**src/rtl/mem_wb_stage_if.sv**
```systemverilog
// mem_wb_stage_if -- data-memory request/response bus between the MEM/WB stage
// and the data memory.
//   mem_req   : request valid (held until mem_ack or timeout)
//   mem_we    : write qualifier for the request
//   mem_addr  : request address
//   mem_wdata : store data
//   mem_ack   : memory completion
//   mem_rdata : load data, valid with mem_ack
// The master modport is the pipeline stage; the slave modport is the memory.
interface mem_wb_stage_if #(
   parameter int DBITS = 32
);
   logic             mem_req;
   logic             mem_we;
   logic [DBITS-1:0] mem_addr;
   logic [DBITS-1:0] mem_wdata;
   logic             mem_ack;
   logic [DBITS-1:0] mem_rdata;

   modport master (
      output mem_req, mem_we, mem_addr, mem_wdata,
      input  mem_ack, mem_rdata
   );

   modport slave (
      input  mem_req, mem_we, mem_addr, mem_wdata,
      output mem_ack, mem_rdata
   );
endinterface

```
**src/rtl/mem_wb_stage.sv**
```systemverilog
// mem_wb_stage -- combined memory-access and write-back pipeline stage.
// Non-memory instructions write the register file combinationally with zero
// latency. Loads and stores capture their operands, stall upstream, issue a
// request on the memory bus and write back one cycle after mem_ack (or report
// mem_err if no ack arrives within TIMEOUT_CYCLES request cycles).
// Ports:
//   clk, rst_n          : clock, asynchronous active-low reset
//   in_valid + *_in     : stage-2 instruction from the pipeline register
//   mem (master)        : data-memory request/response bus
//   stall               : upstream pipeline register holds while high
//   rf_wrtEn/Index/Data : register-file write port
//   mem_err             : one-cycle pulse on memory timeout
module mem_wb_stage #(
   parameter int DBITS               = 32,
   parameter int REG_INDEX_BIT_WIDTH = 4,
   parameter int TIMEOUT_CYCLES      = 16
) (
   input  logic                           clk,
   input  logic                           rst_n,
   input  logic                           in_valid,
   input  logic [DBITS-1:0]               dmemAddr_in,
   input  logic [DBITS-1:0]               dmemDataIn_in,
   input  logic [DBITS-1:0]               PCinc_in,
   input  logic [DBITS-1:0]               regFileAluOut_in,
   input  logic                           dmemWrtEn_in,
   input  logic                           memtoReg_in,
   input  logic                           jal_in,
   input  logic                           regFileWrtEn_in,
   input  logic [REG_INDEX_BIT_WIDTH-1:0] regWrtIndex_in,
   mem_wb_stage_if.master                 mem,
   output logic                           stall,
   output logic                           rf_wrtEn,
   output logic [REG_INDEX_BIT_WIDTH-1:0] rf_wrtIndex,
   output logic [DBITS-1:0]               rf_wrtData,
   output logic                           mem_err
);

   localparam logic [1:0] S_IDLE   = 2'd0;
   localparam logic [1:0] S_ACCESS = 2'd1;
   localparam logic [1:0] S_RESP   = 2'd2;

   localparam int unsigned CNT_W = $clog2(TIMEOUT_CYCLES + 1);
   // Counter value on the last permitted request cycle.
   localparam logic [CNT_W-1:0] CNT_LAST = CNT_W'(TIMEOUT_CYCLES - 1);

   logic [1:0]                     state_q, state_d;
   logic [CNT_W-1:0]               cnt_q, cnt_d;
   logic                           timeout_q, timeout_d;
   logic [DBITS-1:0]               addr_q, addr_d;
   logic [DBITS-1:0]               wdata_q, wdata_d;
   logic [DBITS-1:0]               alu_q, alu_d;
   logic [DBITS-1:0]               pcinc_q, pcinc_d;
   logic [DBITS-1:0]               rdata_q, rdata_d;
   logic                           we_q, we_d;
   logic                           load_q, load_d;
   logic                           jal_q, jal_d;
   logic                           wen_q, wen_d;
   logic [REG_INDEX_BIT_WIDTH-1:0] idx_q, idx_d;

   logic mem_op;
   assign mem_op = in_valid & (dmemWrtEn_in | memtoReg_in);

   always_comb begin
      state_d   = state_q;
      cnt_d     = cnt_q;
      timeout_d = timeout_q;
      addr_d    = addr_q;
      wdata_d   = wdata_q;
      alu_d     = alu_q;
      pcinc_d   = pcinc_q;
      rdata_d   = rdata_q;
      we_d      = we_q;
      load_d    = load_q;
      jal_d     = jal_q;
      wen_d     = wen_q;
      idx_d     = idx_q;
      case (state_q)
         S_IDLE: begin
            if (mem_op) begin
               addr_d    = dmemAddr_in;
               wdata_d   = dmemDataIn_in;
               alu_d     = regFileAluOut_in;
               pcinc_d   = PCinc_in;
               we_d      = dmemWrtEn_in;
               // Store wins when both flags are set: never write back memory data.
               load_d    = memtoReg_in & ~dmemWrtEn_in;
               jal_d     = jal_in;
               wen_d     = regFileWrtEn_in;
               idx_d     = regWrtIndex_in;
               cnt_d     = '0;
               timeout_d = 1'b0;
               state_d   = S_ACCESS;
            end
         end
         S_ACCESS: begin
            cnt_d = cnt_q + CNT_W'(1);
            // An ack on the limit cycle takes priority over the timeout.
            if (mem.mem_ack) begin
               rdata_d = mem.mem_rdata;
               state_d = S_RESP;
            end else if (cnt_q == CNT_LAST) begin
               timeout_d = 1'b1;
               state_d   = S_RESP;
            end
         end
         S_RESP: begin
            cnt_d   = '0;
            state_d = S_IDLE;
         end
         default: state_d = S_IDLE;
      endcase
   end

   always_ff @(posedge clk or negedge rst_n) begin
      if (!rst_n) begin
         state_q   <= S_IDLE;
         cnt_q     <= '0;
         timeout_q <= 1'b0;
         addr_q    <= '0;
         wdata_q   <= '0;
         alu_q     <= '0;
         pcinc_q   <= '0;
         rdata_q   <= '0;
         we_q      <= 1'b0;
         load_q    <= 1'b0;
         jal_q     <= 1'b0;
         wen_q     <= 1'b0;
         idx_q     <= '0;
      end else begin
         state_q   <= state_d;
         cnt_q     <= cnt_d;
         timeout_q <= timeout_d;
         addr_q    <= addr_d;
         wdata_q   <= wdata_d;
         alu_q     <= alu_d;
         pcinc_q   <= pcinc_d;
         rdata_q   <= rdata_d;
         we_q      <= we_d;
         load_q    <= load_d;
         jal_q     <= jal_d;
         wen_q     <= wen_d;
         idx_q     <= idx_d;
      end
   end

   assign mem.mem_req   = (state_q == S_ACCESS);
   assign mem.mem_we    = (state_q == S_ACCESS) & we_q;
   assign mem.mem_addr  = addr_q;
   assign mem.mem_wdata = wdata_q;

   always_comb begin
      stall       = 1'b0;
      rf_wrtEn    = 1'b0;
      rf_wrtIndex = idx_q;
      rf_wrtData  = alu_q;
      mem_err     = 1'b0;
      case (state_q)
         S_IDLE: begin
            stall       = mem_op;
            rf_wrtEn    = in_valid & regFileWrtEn_in & ~mem_op;
            rf_wrtIndex = regWrtIndex_in;
            rf_wrtData  = jal_in ? PCinc_in : regFileAluOut_in;
         end
         S_ACCESS: stall = 1'b1;
         S_RESP: begin
            rf_wrtEn   = wen_q & ~timeout_q;
            rf_wrtData = jal_q ? pcinc_q : (load_q ? rdata_q : alu_q);
            mem_err    = timeout_q;
         end
         default: ;
      endcase
   end

endmodule
```
**src/flat_wrapper.sv**
```systemverilog
// flat-port wrapper written by rule: the top's interface ports become plain ports
module mem_wb_stage_flat 
#(
   parameter int DBITS               = 32,
   parameter int REG_INDEX_BIT_WIDTH = 4,
   parameter int TIMEOUT_CYCLES      = 16
)
  (clk, rst_n, in_valid, dmemAddr_in, dmemDataIn_in, PCinc_in, regFileAluOut_in, dmemWrtEn_in, memtoReg_in, jal_in, regFileWrtEn_in, regWrtIndex_in, stall, rf_wrtEn, rf_wrtIndex, rf_wrtData, mem_err, mem_mem_req, mem_mem_we, mem_mem_addr, mem_mem_wdata, mem_mem_ack, mem_mem_rdata);
  mem_wb_stage_if #(.DBITS(DBITS)) mem_i ();
  input  logic clk;
  input  logic rst_n;
  input  logic in_valid;
  input  logic [DBITS-1:0] dmemAddr_in;
  input  logic [DBITS-1:0] dmemDataIn_in;
  input  logic [DBITS-1:0] PCinc_in;
  input  logic [DBITS-1:0] regFileAluOut_in;
  input  logic dmemWrtEn_in;
  input  logic memtoReg_in;
  input  logic jal_in;
  input  logic regFileWrtEn_in;
  input  logic [REG_INDEX_BIT_WIDTH-1:0] regWrtIndex_in;
  output logic stall;
  output logic rf_wrtEn;
  output logic [REG_INDEX_BIT_WIDTH-1:0] rf_wrtIndex;
  output logic [DBITS-1:0] rf_wrtData;
  output logic mem_err;
  output wire logic [$bits(mem_i.mem_req)-1:0] mem_mem_req;
  output wire logic [$bits(mem_i.mem_we)-1:0] mem_mem_we;
  output wire logic [$bits(mem_i.mem_addr)-1:0] mem_mem_addr;
  output wire logic [$bits(mem_i.mem_wdata)-1:0] mem_mem_wdata;
  input wire logic [$bits(mem_i.mem_ack)-1:0] mem_mem_ack;
  input wire logic [$bits(mem_i.mem_rdata)-1:0] mem_mem_rdata;
  assign mem_mem_req = mem_i.mem_req;
  assign mem_mem_we = mem_i.mem_we;
  assign mem_mem_addr = mem_i.mem_addr;
  assign mem_mem_wdata = mem_i.mem_wdata;
  assign mem_i.mem_ack = mem_mem_ack;
  assign mem_i.mem_rdata = mem_mem_rdata;
  mem_wb_stage #(.DBITS(DBITS), .REG_INDEX_BIT_WIDTH(REG_INDEX_BIT_WIDTH), .TIMEOUT_CYCLES(TIMEOUT_CYCLES)) u_core (.clk(clk), .rst_n(rst_n), .in_valid(in_valid), .dmemAddr_in(dmemAddr_in), .dmemDataIn_in(dmemDataIn_in), .PCinc_in(PCinc_in), .regFileAluOut_in(regFileAluOut_in), .dmemWrtEn_in(dmemWrtEn_in), .memtoReg_in(memtoReg_in), .jal_in(jal_in), .regFileWrtEn_in(regFileWrtEn_in), .regWrtIndex_in(regWrtIndex_in), .mem(mem_i), .stall(stall), .rf_wrtEn(rf_wrtEn), .rf_wrtIndex(rf_wrtIndex), .rf_wrtData(rf_wrtData), .mem_err(mem_err));
endmodule
```
**config.mk**
```make
export PLATFORM = sky130hd
export DESIGN_NAME = mem_wb_stage_flat
export DESIGN_NICKNAME = d
export VERILOG_FILES = /design/src/rtl/mem_wb_stage_if.sv /design/src/rtl/mem_wb_stage.sv /design/src/flat_wrapper.sv
export SDC_FILE = /design/constraint.sdc
export NUM_CORES = 1
export LEC_CHECK = 0
export ABC_AREA = 0
export BUFFER_PORTS_ARGS = -buffer_cell sky130_fd_sc_hd__buf_2
export CAP_MARGIN = 10
export CORE_ASPECT_RATIO = 1.1
export CORE_MARGIN = 3
export CORE_UTILIZATION = 50
export DETAILED_ROUTE_END_ITERATION = 7
export PLACE_DENSITY = 0.79
export SLEW_MARGIN = 25
export SYNTH_ARGS = -nofsm -noshare
export SYNTH_HDL_FRONTEND = slang
export SYNTH_SLANG_ARGS = --single-unit
```
**constraint.sdc**
```tcl
create_clock -name clk -period 2 [get_ports clk]
set_input_delay 0.4 -clock clk [delete_from_list [all_inputs] [get_ports clk]]
set_output_delay 0.4 -clock clk [all_outputs]
set_load 0.01 [all_outputs]
```
Word-level counts from Yosys, hierarchy flattened

Index checks and enable logic that the tools add are counted.

Flip-flop bits (word level): 176
Input port bits: 172
Logic and storage cells: 57

Add/sub/neg operators: 1
Equal/unequal tests: 7
Multiplexer cells: 18
Bitwise logic cells: 10
Reduce and logical (&&, ||, !) cells: 8

Operators with widths:

| cell                                                  | count |
|---|---|
| two-way mux 32 bit                                    | 3 |
| case mux 32 bit (2 select lines)                      | 1 |
| case mux 5 bit (3 select lines)                       | 1 |
| AND reduction 2 bit                                   | 4 |
| bitwise AND 1 bit                                     | 6 |
| two-way mux 2 bit                                     | 3 |
| case mux 1 bit (2 select lines)                       | 3 |
| adder 5 x 1 -> 5 bit, second input constant           | 1 |
| equality test 5 x 4 -> 1 bit, second input constant   | 1 |
| two-way mux 5 bit                                     | 1 |
| two-way mux 1 bit                                     | 4 |
| two-way mux 4 bit                                     | 1 |
| inequality test 2 x 1 -> 1 bit, second input constant | 2 |
| case mux 2 bit (2 select lines)                       | 1 |
| AND reduction 4 bit                                   | 1 |
| inequality test 3 x 1 -> 1 bit, second input constant | 1 |
| inverter 1 bit                                        | 3 |
| nonzero test 3 bit                                    | 1 |
| equality test 2 x 1 -> 1 bit, second input constant   | 1 |
| equality test 2 bit, second input constant            | 1 |
| logical NOT 2 bit                                     | 1 |
| inequality test 2 bit, second input constant          | 1 |
| nonzero test 2 bit                                    | 1 |
| OR 1 bit                                              | 1 |

Logic depth before layout (Yosys ltp)

Depth in word-level cells: 5
Gate-level depth with buffers: 6
Mapped depth without buffers: 5

Worst setup path before layout

OpenSTA, ideal clock, no wires.

Path kind: input port to output port
From: input port jal_in
To: output port rf_wrtData[10]
Arrival time: 1.455 ns
Required time: 1.600 ns
Path slack: 0.145 ns
Stages on the path: 5
Path buffers: 2
Path through: clkbuf_1 buf_2 mux2_2 a22oi_1 o21ai_0

Cells in the longest elaborated chain, start to end: 2

RTL lines:

| item                             | RTL line            | RTL |
|---|---|---|
| start, declared                  | flat_wrapper.sv:19  | `input logic jal_in;` |
| two-way mux 32 bit               | mem_wb_stage.sv:162 | `rf_wrtData = jal_in ? PCinc_in : regFileAluOut_in;` |
| case mux 32 bit (2 select lines) | mem_wb_stage.sv:157 | `case (state_q)` |
| end, declared                    | flat_wrapper.sv:25  | `output logic [DBITS-1:0] rf_wrtData;` |

Every way passes these cells.

Worst setup path after layout

From: register u_core.load_q
To: output port rf_wrtData[26]

Cells in the longest elaborated chain, start to end: 3

RTL lines:

| item                             | RTL line            | RTL |
|---|---|---|
| start, declared                  | mem_wb_stage.sv:55  | `logic load_q, load_d;` |
| start signal, assigned           | mem_wb_stage.sv:139 | `load_q <= load_d;` |
| two-way mux 32 bit (2 in a row)  | mem_wb_stage.sv:167 | `rf_wrtData = jal_q ? pcinc_q : (load_q ? rdata_q : alu_q);` |
| case mux 32 bit (2 select lines) | mem_wb_stage.sv:157 |  |

Every way passes these cells.

==> impl_metrics.csv <==
group,metric,value,unit
power_and_ir_drop,leakage,5.23,nW
grt,antenna_found_initial,2,
sta,tightest_slew,449,ps
clocking,clk_pin_slew,70,ps
grt,overflow,0,
sta,max_slew_margin,70.0,%
sta,fmax,0.458,GHz
sta,period_minus_slack,2190,ps
critical_path,setup.worst_path.end_class,"output port",
placed_design,io_buffers,276,
worst_hold_path,hold_start,"dmemAddr_in[3]",
route,ant_nets,0,
critical_path,path_delay_family,"multiplexers",
logic_synthesis,ys_warn_count,0,
route,routedWlPerCell,19.9,um
placed_design,place_congestion,0.790,
power_and_ir_drop,p_int,0.00996,W
critical_path,r2r-start,"u_core.state_q[0]",
logic_synthesis,async_reset_ff_share,100,%
worst_hold_path,hold_class,"input port to flip-flop",
flow_run,maxCapViolCount,0,
sta,setup_tns,-4140,ps
final_layout,final_area,11000,um^2
logic_synthesis,syn-instance-count,590,
floorplan,die_area,18300,um^2
sta,hold_viol,0,
critical_path,ff2ff_setup_slack,140,ps
floorplan,die_h,141,um
sta,finalMaxSlewViolations,0,
sta,fin_crit_sh,109,%
floorplan,coreArea,16000,um^2
power_and_ir_drop,clkPwrFrac,23.7,%
final_layout,layout-drive-gt1-share,66.3,%
clocking,h-tree-depth,4,
critical_path,critPathBufInv,2,
critical_path,arrival,1790,ps
critical_path,cpPeakStageDelay,450,ps
placed_design,hpwl,15.2,mm
logic_synthesis,synth_edf_count,0,
final_layout,n_fill_cell,1178,
logic_synthesis,synthFlopType,"dfrtp_1",
grt,grt_pass1_vias,6725,
power_and_ir_drop,p_seq_share,39.2,%
logic_synthesis,ys_seq_area_share,52.8,%
critical_path,cp.required,1600,ps
power_and_ir_drop,pwr-share-comb,37.1,%
final_layout,stdcell_count,1094,
route,drt-initial-drc-count,266,
logic_synthesis,synth.top_cell.area_share,52.8,%
clocking,cts_sinks,176,
critical_path,crit_type,"flip-flop to output port",
critical_path,worstPathCellList,"buf_12, mux2_2, mux2i_1, o21ai_1, buf_2",
floorplan,std_cell_rows,48,
critical_path,crit_slowest_cell,"dfrtp_2",
critical_path,crit_path_start,"u_core.load_q",
grt,grt_pass1_wl,34.0,mm
sta,skew,7.84,ps
route,vias_per_cell,5.54,
critical_path,r2r-end,"u_core.mem.mem_wdata[6]",
logic_synthesis,synth_area_leaders,"dfrtp_1 53%, mux2_2 32%, mux2i_1 3.8%",
floorplan,initial_core_util,52.0,%
sta,setup_ws,-186,ps
clocking,cts_root_buffer,"clkbuf_16",
placed_design,place_area,10100,um^2
final_layout,final_core_util,68.7,%
final_layout,final_nets,1054,
critical_path,cp_max_fo,11,
grt,track_usage,23.7,%
clocking,insertion_delay,420,ps
critical_path,reg2regPathDepth,6,
logic_synthesis,synth.most_common_cell,"mux2_2",
power_and_ir_drop,switching_share,31.8,%
clocking,clockBufferDepth,2,
sta,setup_viol,35,
logic_synthesis,ys_top_cells_by_count,"236 x mux2_2, 176 x dfrtp_1, 34 x o21ai_0",
logic_synthesis,synth_top_area_cell,"dfrtp_1",
worst_hold_path,holdPathStages,2,
placed_design,place_inst,1049,
critical_path,crit_path_start_kind,"flip-flop",
logic_synthesis,synth_nets,764,
clocking,cts_tree,"built",
logic_synthesis,avgSynthCellArea,14.1,um^2
route,drt_drc_violations_left,0,
route,firstDrtPassIters,4,
logic_synthesis,syn_area,8340,um^2
power_and_ir_drop,irDropWorstVdd,0.702,mV
logic_synthesis,ys_ff_latch,176,
route,routed_wirelength,21.8,mm
final_layout,syn2layout_area_growth,32.1,%
power_and_ir_drop,p_per_area,1330,nW/um^2
status,status,"finished, violations left",
worst_hold_path,hold_end,"u_core.mem.mem_addr[3]",
logic_synthesis,synth_cell_types,31,
floorplan,io_pins,277,
route,via_count,6057,
power_and_ir_drop,p_sw,0.00465,W
status,violations,"setup timing",
floorplan,dieWidth,129,um
clocking,numCtsBuffers,17,
grt,grt_max_degree,59,
sta,rsz0062_at_grt,"true",
-- area by class of cell --
type	count	area (um^2)	area share, %
clock buffers	19	443	4.02
multi-input cells	369	3760	34.1
diodes	1	2.50	0.0227
flip-flops and latches	176	4410	40.0
inverters	2	7.51	0.0681
well taps	200	250	2.27
clock inverters	13	166	1.51
repair buffers	314	1970	17.9
-- worst max-delay path by stage --
stage                     end  slack [ps]  depth (start not counted)
2_1_floorplan  rf_wrtData[10]         140                          5
3_3_place_gp   rf_wrtData[31]          90                          6
3_5_place_dp   rf_wrtData[26]          80                          6
4_1_cts        rf_wrtData[25]        -230                          5
5_1_grt        rf_wrtData[18]        -270                          5
6_report       rf_wrtData[26]        -190                          5
-- cell families after synthesis --
logic type                 after synthesis  share of synthesized area, %
AOI/OAI and AO/OA                       76                          5.80
adders and majority gates                2                         0.300
xor gates and xnor gates                 3                         0.315
muxes                                  268                          35.7
buffers and inverters                   45                          3.73
DFF                                    176                          52.8
and+or+nand+nor                         20                          1.35
-- worst reg2reg max path, stage by stage, from the launching register on --
cell and delay (ps):
dfrtp_2 460, nor2_4 140, buf_6 150, buf_4 110, and2_4 180, buf_12 290, mux2_2 410
-- flip-flops by register name, summed over array words and instances (netlist names) --
signal	flops
u_core.wen_q	1
u_core.state_q	2
u_core.mem.mem_addr	32
u_core.idx_q	4
u_core.mem.mem_wdata	32
u_core.rdata_q	32
u_core.we_q	1
u_core.cnt_q	5
u_core.timeout_q	1
u_core.alu_q	32
u_core.pcinc_q	32
u_core.load_q	1
u_core.jal_q	1
-- per-layer routing --
| layer | vias to the layer above | GRT usage (%) | part of all wire [%] |
|---|---|---|---|
| li1 | 2750 | - | - |
| met1 | 3028 | 27.7 | 40 |
| met2 | 245 | 41.0 | 51 |
| met3 | 32 | 7.94 | 8.1 |
| met4 | 2 | 7.41 | 1.7 |
| met5 | - | 0 | 0.060 |
-- per-stage QoR --
stage          worst slack, ps  power, W  hold WS (ps)
6_report                  -186    0.0146           203
5_1_grt                   -271    0.0154           183
4_1_cts                   -233    0.0145           183
3_5_place_dp              75.4    0.0107           358
3_3_place_gp              92.0    0.0105           360
2_1_floorplan              145   0.00877           104
-- repair_timing --
action | 4_1_cts | 5_1_grt
gates cloned | 2 | 1
hold buffers | 1 | 0
gates resized for setup | 53 | 37
setup endpoints to repair | 39 | 39
setup buffers | 6 | 3
pin swaps | 4 | 0
hold endpoints to repair | 39 | 0
-- power by group through the flow --
stage | clock network, W | registers (W) | logic, W
after detailed placement | 0 | 0.00574 | 0.00491
after floorplan | 0 | 0.00570 | 0.00307
after global placement | 0 | 0.00567 | 0.00480
after CTS | 0.00355 | 0.00571 | 0.00523
after global routing | 0.00369 | 0.00590 | 0.00585
final | 0.00346 | 0.00573 | 0.00542
-- placed cells by master, fill, tap and decap left out, types with 2 or more instances in the layout --
master,Yosys,routed
o21ai_0,34,2
a22o_1,5,5
o21ai_1,0,32
a21oi_1,3,3
inv_8,0,4
buf_6,11,10
ha_1,2,2
a22oi_1,32,32
inv_6,0,6
mux2_2,236,207
buf_4,3,15
dfrtp_1,176,172
mux2i_1,32,31
xnor2_1,3,3
nand2_1,3,2
buf_12,0,17
inv_1,2,2
buf_2,15,269
and2_4,1,2
nor2_1,5,3
dfrtp_2,0,3
bufinv_16,0,2
mux2_4,0,29
clkbuf_16,0,18
Note: power is estimated with default switching activity, not from simulation.
